<file path="src/rtl/uart_tx_ctrl.sv">
// UART transmit frame sequencer: steps START, DATA, optional PARITY and STOP
// slots at one state per bit-rate clock and drives the TX datapath controls.
module uart_tx_ctrl #(
  parameter int unsigned BUS_WIDTH = 8,
  parameter int unsigned CNT_W     = 4
) (
  input  logic             CLK,
  input  logic             RST,
  input  logic             Data_Valid,
  input  logic             PAR_EN,
  output logic             data_accept,
  output logic             ser_en,
  output logic [1:0]       mux_sel,
  output logic             busy,
  output logic [CNT_W-1:0] bit_cnt
);

  localparam logic [CNT_W-1:0] LAST_BIT = CNT_W'(BUS_WIDTH - 1);

  localparam logic [1:0] MUX_IDLE   = 2'b00;
  localparam logic [1:0] MUX_START  = 2'b01;
  localparam logic [1:0] MUX_DATA   = 2'b10;
  localparam logic [1:0] MUX_PARITY = 2'b11;

  typedef enum logic [2:0] {
    ST_IDLE   = 3'd0,
    ST_START  = 3'd1,
    ST_DATA   = 3'd2,
    ST_PARITY = 3'd3,
    ST_STOP   = 3'd4
  } state_t;

  state_t           r_state;
  state_t           w_next;
  logic [CNT_W-1:0] r_bit_cnt;
  logic             r_par_en;
  logic             w_accept;
  logic             w_last_bit;

  // A new byte is taken only between frames or in the final stop slot.
  assign w_accept   = Data_Valid & ((r_state == ST_IDLE) | (r_state == ST_STOP)) & ~RST;
  assign w_last_bit = (r_bit_cnt == LAST_BIT);

  always_ff @(posedge CLK) begin
    if (RST) begin
      r_state   <= ST_IDLE;
      r_bit_cnt <= '0;
      r_par_en  <= 1'b0;
    end else begin
      r_state <= w_next;
      if (w_accept) begin
        r_par_en <= PAR_EN;
      end
      if ((r_state == ST_DATA) && !w_last_bit) begin
        r_bit_cnt <= r_bit_cnt + CNT_W'(1);
      end else begin
        r_bit_cnt <= '0;
      end
    end
  end

  always_comb begin
    w_next  = ST_IDLE;
    ser_en  = 1'b0;
    mux_sel = MUX_IDLE;
    busy    = 1'b0;
    case (r_state)
      ST_IDLE: begin
        w_next = w_accept ? ST_START : ST_IDLE;
      end
      ST_START: begin
        busy    = 1'b1;
        mux_sel = MUX_START;
        w_next  = ST_DATA;
      end
      ST_DATA: begin
        busy    = 1'b1;
        mux_sel = MUX_DATA;
        ser_en  = 1'b1;
        if (w_last_bit) begin
          w_next = r_par_en ? ST_PARITY : ST_STOP;
        end else begin
          w_next = ST_DATA;
        end
      end
      ST_PARITY: begin
        busy    = 1'b1;
        mux_sel = MUX_PARITY;
        w_next  = ST_STOP;
      end
      ST_STOP: begin
        busy   = 1'b1;
        w_next = w_accept ? ST_START : ST_IDLE;
      end
      default: begin
        w_next = ST_IDLE;
      end
    endcase
  end

  assign data_accept = w_accept;
  assign bit_cnt     = r_bit_cnt;

endmodule

</file>
<file path="config.mk">
export PLATFORM = sky130hd
export DESIGN_NAME = uart_tx_ctrl
export DESIGN_NICKNAME = d
export VERILOG_FILES = /design/src/rtl/uart_tx_ctrl.sv
export SDC_FILE = /design/constraint.sdc
export NUM_CORES = 1
export LEC_CHECK = 0
export ABC_AREA = 0
export CAP_MARGIN = 15
export CORE_AREA = 5 5 42 44
export CTS_BUF_LIST = sky130_fd_sc_hd__clkbuf_16
export CTS_CLUSTER_DIAMETER = 120
export DETAILED_ROUTE_END_ITERATION = 8
export DIE_AREA = 0 0 47 49
export GPL_TIMING_DRIVEN = 0
export SLEW_MARGIN = 10
export SYNTH_ARGS = -nofsm -noshare
export SYNTH_HDL_FRONTEND = slang
export SYNTH_SLANG_ARGS = --single-unit
</file>
<file path="constraint.sdc">
create_clock -name CLK -period 2.6 [get_ports CLK]
set_input_delay 0.65 -clock CLK [delete_from_list [all_inputs] [get_ports CLK]]
set_output_delay 0.65 -clock CLK [all_outputs]
set_load 0.05 [all_outputs]
</file>
Word level (Yosys, flattened, before mapping)
Index checks and enable logic that the tools add are counted.
{ "totals": {"word_cells": 27, "out_inout_bits": 9, "input_bits": 4, "reg_bits": 8} }
{ "op_classes": {"n_addsub": 1, "n_eq_ne": 5, "n_bitwise": 5, "n_reduce_logical": 6, "mux": 7} }
{ "ops": {"columns": ["cell", "count"], "rows": [
  ["case mux 3 bit (4 select lines)", 1],
  ["== test 3 x 2 -> 1 bit (second input constant)", 2],
  ["two-way mux 3 bit", 2],
  ["case mux 2 bit (3 select lines)", 1],
  ["adder 4 x 1 -> 4 bit (second input constant)", 1],
  ["== test 4 x 3 -> 1 bit (second input constant)", 1],
  ["OR reduction 2 bit", 2],
  ["OR reduction 4 bit", 1],
  ["== test 3 x 1 -> 1 bit (second input constant)", 1],
  ["== test 3 bit (second input constant)", 1],
  ["logical NOT 3 bit", 1],
  ["two-way mux 1 bit", 3],
  ["bitwise AND 1 bit", 2],
  ["NOT 1 bit", 2],
  ["logical AND 1 bit", 1],
  ["logical NOT 1 bit", 1],
  ["bitwise OR 1 bit", 1]
]} }

Depth between registers and ports, before layout
{ "depth": {"ltp_word": 6, "depth_mapped": 4, "ltp_nobuf": 4} }

Worst setup path before layout
Ideal clock, no wire load.
{ "synth_path": {"kind": "input -> output", "startpoint": "input port Data_Valid", "endpoint": "output port data_accept", "t_arrival_ns": 1.714, "path_buffers": 0, "setup_slack_ns": 0.236, "t_required_ns": 1.950, "stages": 2, "cell_sequence": "nor3b_1 nor2b_1"} }
{ "synth_via": {"elab_chain_cells": 2} }
{ "synth_lines": {"columns": ["item", "line_no", "text"], "rows": [
  ["start: declaration", "9", "input logic Data_Valid,"],
  ["bitwise AND 1 bit (2 in a row)", "41", "assign w_accept = Data_Valid & ((r_state == ST_IDLE) | (r_state == ST_STOP)) & ~RST;"],
  ["end: declaration", "11", "output logic data_accept,"]
]} }
No other way between the ends.

Worst setup path in the final report
Same ends and word-level chain as after synthesis.

==> results_dict.tcl <==
set metrics [dict create \
    ys_warn_count 0 \
    synth_top_area_frac 0.4444 \
    path_clk_slew_ps 30 \
    cp-start-kind "input port" \
    die_x_um 47 \
    post_cts_buffers 0 \
    cts_max_level 1 \
    first_pass_iters 1 \
    crit_required_ps 1950 \
    yosysTopAreaCell "dfxtp_1" \
    initial_core_util 0.2571 \
    hold_viol 0 \
    grt_max_degree 8 \
    overflow 0 \
    synth_seq_cells 8 \
    max_freq_mhz 399.3 \
    syn-num-nets 42 \
    reg2reg_depth 3 \
    status "completed" \
    dpl.hpwl_um 517.3 \
    worstHoldEndpoint "bit_cnt[0]" \
    seq_area_frac_synth 0.4444 \
    antenna_cells 0 \
    ir_worst_vdd_v 0.0002599 \
    final_nets 59 \
    timing.final.crit_share 0.9633 \
    crit_fanout 3 \
    final_layout_size_suffix_gt1_frac 0.1538 \
    ys_types 18 \
    rows 14 \
    synthXorXnorAreaFrac 0.07292 \
    coreArea_um2 1401 \
    p_leak_uw 0.0002456 \
    routed_wl_um 692 \
    clock_latency_ps 230 \
    synth-compound-area-share 0.05903 \
    synthMuxAreaShare 0.02778 \
    clock-skew-final_ps 1.952 \
    powerDensity_nw_per_um2 775.8 \
    io_pins 13 \
    portBuffers 12 \
    setup_violations 0 \
    cp-end-kind "primary output" \
    ff2ff_setup_slack_ps 1360 \
    hp-start "bit_cnt[0]" \
    drc 0 \
    fillers 144 \
    gp_congestion 0.6899 \
    fin_tns_setup_ps 0 \
    worstReg2RegStart "r_state[0]" \
    clk_path_buf_depth 2 \
    grt_usage 0.07052 \
    syn_inst 37 \
    avgSynthCellArea_um2 9.739 \
    area_growth_syn_to_layout_pct 61.46 \
    grt_pass1_vias 284 \
    antenna_found_initial 0 \
    post-route-min-period_ps 2505 \
    initialDrtViolationCount 0 \
    tightest_slew_ps 502.2 \
    regToRegEndpoint "bit_cnt[3]" \
    post_cts_resized 4 \
    cp_data_arrival_time_ps 1850 \
    netlist_area_um2 360.3 \
    via_count 297 \
    die_area_um2 2303 \
    wl_per_cell_um 10.18 \
    antenna_left 0 \
    whs_ps 456.2 \
    die_y_um 49 \
    maxSlewViolCount 0 \
    max_cap_viol_count 0 \
    clock-root-buffer "clkbuf_16" \
    synth_top_family_by_area "simple AND/OR/NAND/NOR gates" \
    synth_area_leaders "dfxtp_1 44%, nor2_1 8.3%, nor2b_1 5.2%" \
    synth_adder_area_share 0.03472 \
    rsz0062_at_grt "false" \
    numCtsBuffers 3 \
    min_path_cells 1 \
    grt_pass1_wl_um 1104 \
    ctsHoldBuffers 0 \
    synthSimpleGateAreaFrac 0.3507 \
    clkSinkCount 8 \
    slew_headroom 0.6641 \
    crit_type "input port to primary output" \
    hp-class "flip-flop to flip-flop" \
    cts_tree "built" \
    via_per_inst 4.368 \
]
==> metal layers <==
metal / global-route usage / wire (um)
met1: 0.08389 / 336
met2: 0.08371 / 269
met5: 0 / 0
met3: 0.04797 / 86
met4: 0.05530 / 0
==> kinds of logic after synthesis <==
group,count (synthesis)
AO/OA/AOI/OAI,3
XOR/XNOR,3
adder cells (fa/ha/maj),1
flip-flops,8
multiplexers,1
AND/OR/NAND/NOR,20
buffers and inverters,1
==> cell type report <==
cell class	count	area [um^2]	area share
well taps	16	20.02	0.03441
clock buffers	3	75.07	0.1290
multi-input cells	28	201.4	0.3462
inverters	1	3.754	0.006452
flip-flops and latches	8	160.2	0.2753
repair buffers	12	121.4	0.2086
==> synth_stat cells <==
cell type	n
and3b_1	1
ha_1	1
nor2_2	1
nand3_1	1
dfxtp_1	8
inv_1	1
o211a_1	1
nor2_1	8
or4b_4	1
a31oi_1	1
nand3b_1	2
nor3b_1	2
mux2i_1	1
o21ai_0	1
xor2_1	1
nand2b_4	1
nor2b_1	3
xnor2_1	2
==> placed cells by master, fill, tap and decap left out, types with 2 or more instances in the layout <==
| cell | n |
|---|---|
| clkbuf_16 | 3 |
| clkdlybuf4s50_1 | 11 |
| dfxtp_1 | 8 |
| nand3b_1 | 2 |
| nor2_1 | 8 |
| nor2b_1 | 3 |
| xnor2_1 | 2 |
==> sequential cells by signal, summed over array words and instances (netlist names) <==
register and flops:
r_state 3, bit_cnt 4, r_par_en 1
==> critical path, cell delays in order <==
cell and delay (ps):
clkdlybuf4s50_1 440, nor3b_2 230, nor2b_1 160, clkdlybuf4s15_2 370
==> through the flow <==
| step | utilization | total power [uW] | worst slack, ps | instances | area (um^2) |
|---|---|---|---|---|---|
| after floorplan | - | 178.8 | 236.0 | 37 | 360.3 |
| after global placement | 0.3571 | 201.5 | -496.4 | 65 | 500.5 |
| after detailed placement | 0.3571 | 201.9 | -479.6 | 65 | 500.5 |
| after CTS | 0.4152 | 460.6 | 82.41 | 68 | 581.8 |
| after global routing | 0.4152 | 472.6 | 28.04 | 68 | 581.8 |
| final | 0.4152 | 451.4 | 95.30 | 68 | 581.8 |
==> power breakdown <==
part | leakage, uW | total (uW) | internal (uW) | switching [uW]
sequential | 0.0000650 | 134 | 128 | 5.78
combinational | 0.000144 | 65.8 | 26.9 | 38.9
clock | 0.0000370 | 252 | 198 | 54.0
total | 0.000246 | 451 | 353 | 98.7
==> worst max-delay path by stage <==
stage | from | to | slack (ps) | depth (start not counted)
global placement | Data_Valid | data_accept | -500 | 4
floorplan | Data_Valid | data_accept | 240 | 2
CTS | Data_Valid | data_accept | 80 | 4
detailed placement | Data_Valid | data_accept | -480 | 4
global route | r_state[1] | ser_en | 30 | 2
finish | Data_Valid | data_accept | 100 | 4
Note: power is estimated with default switching activity, not from simulation.
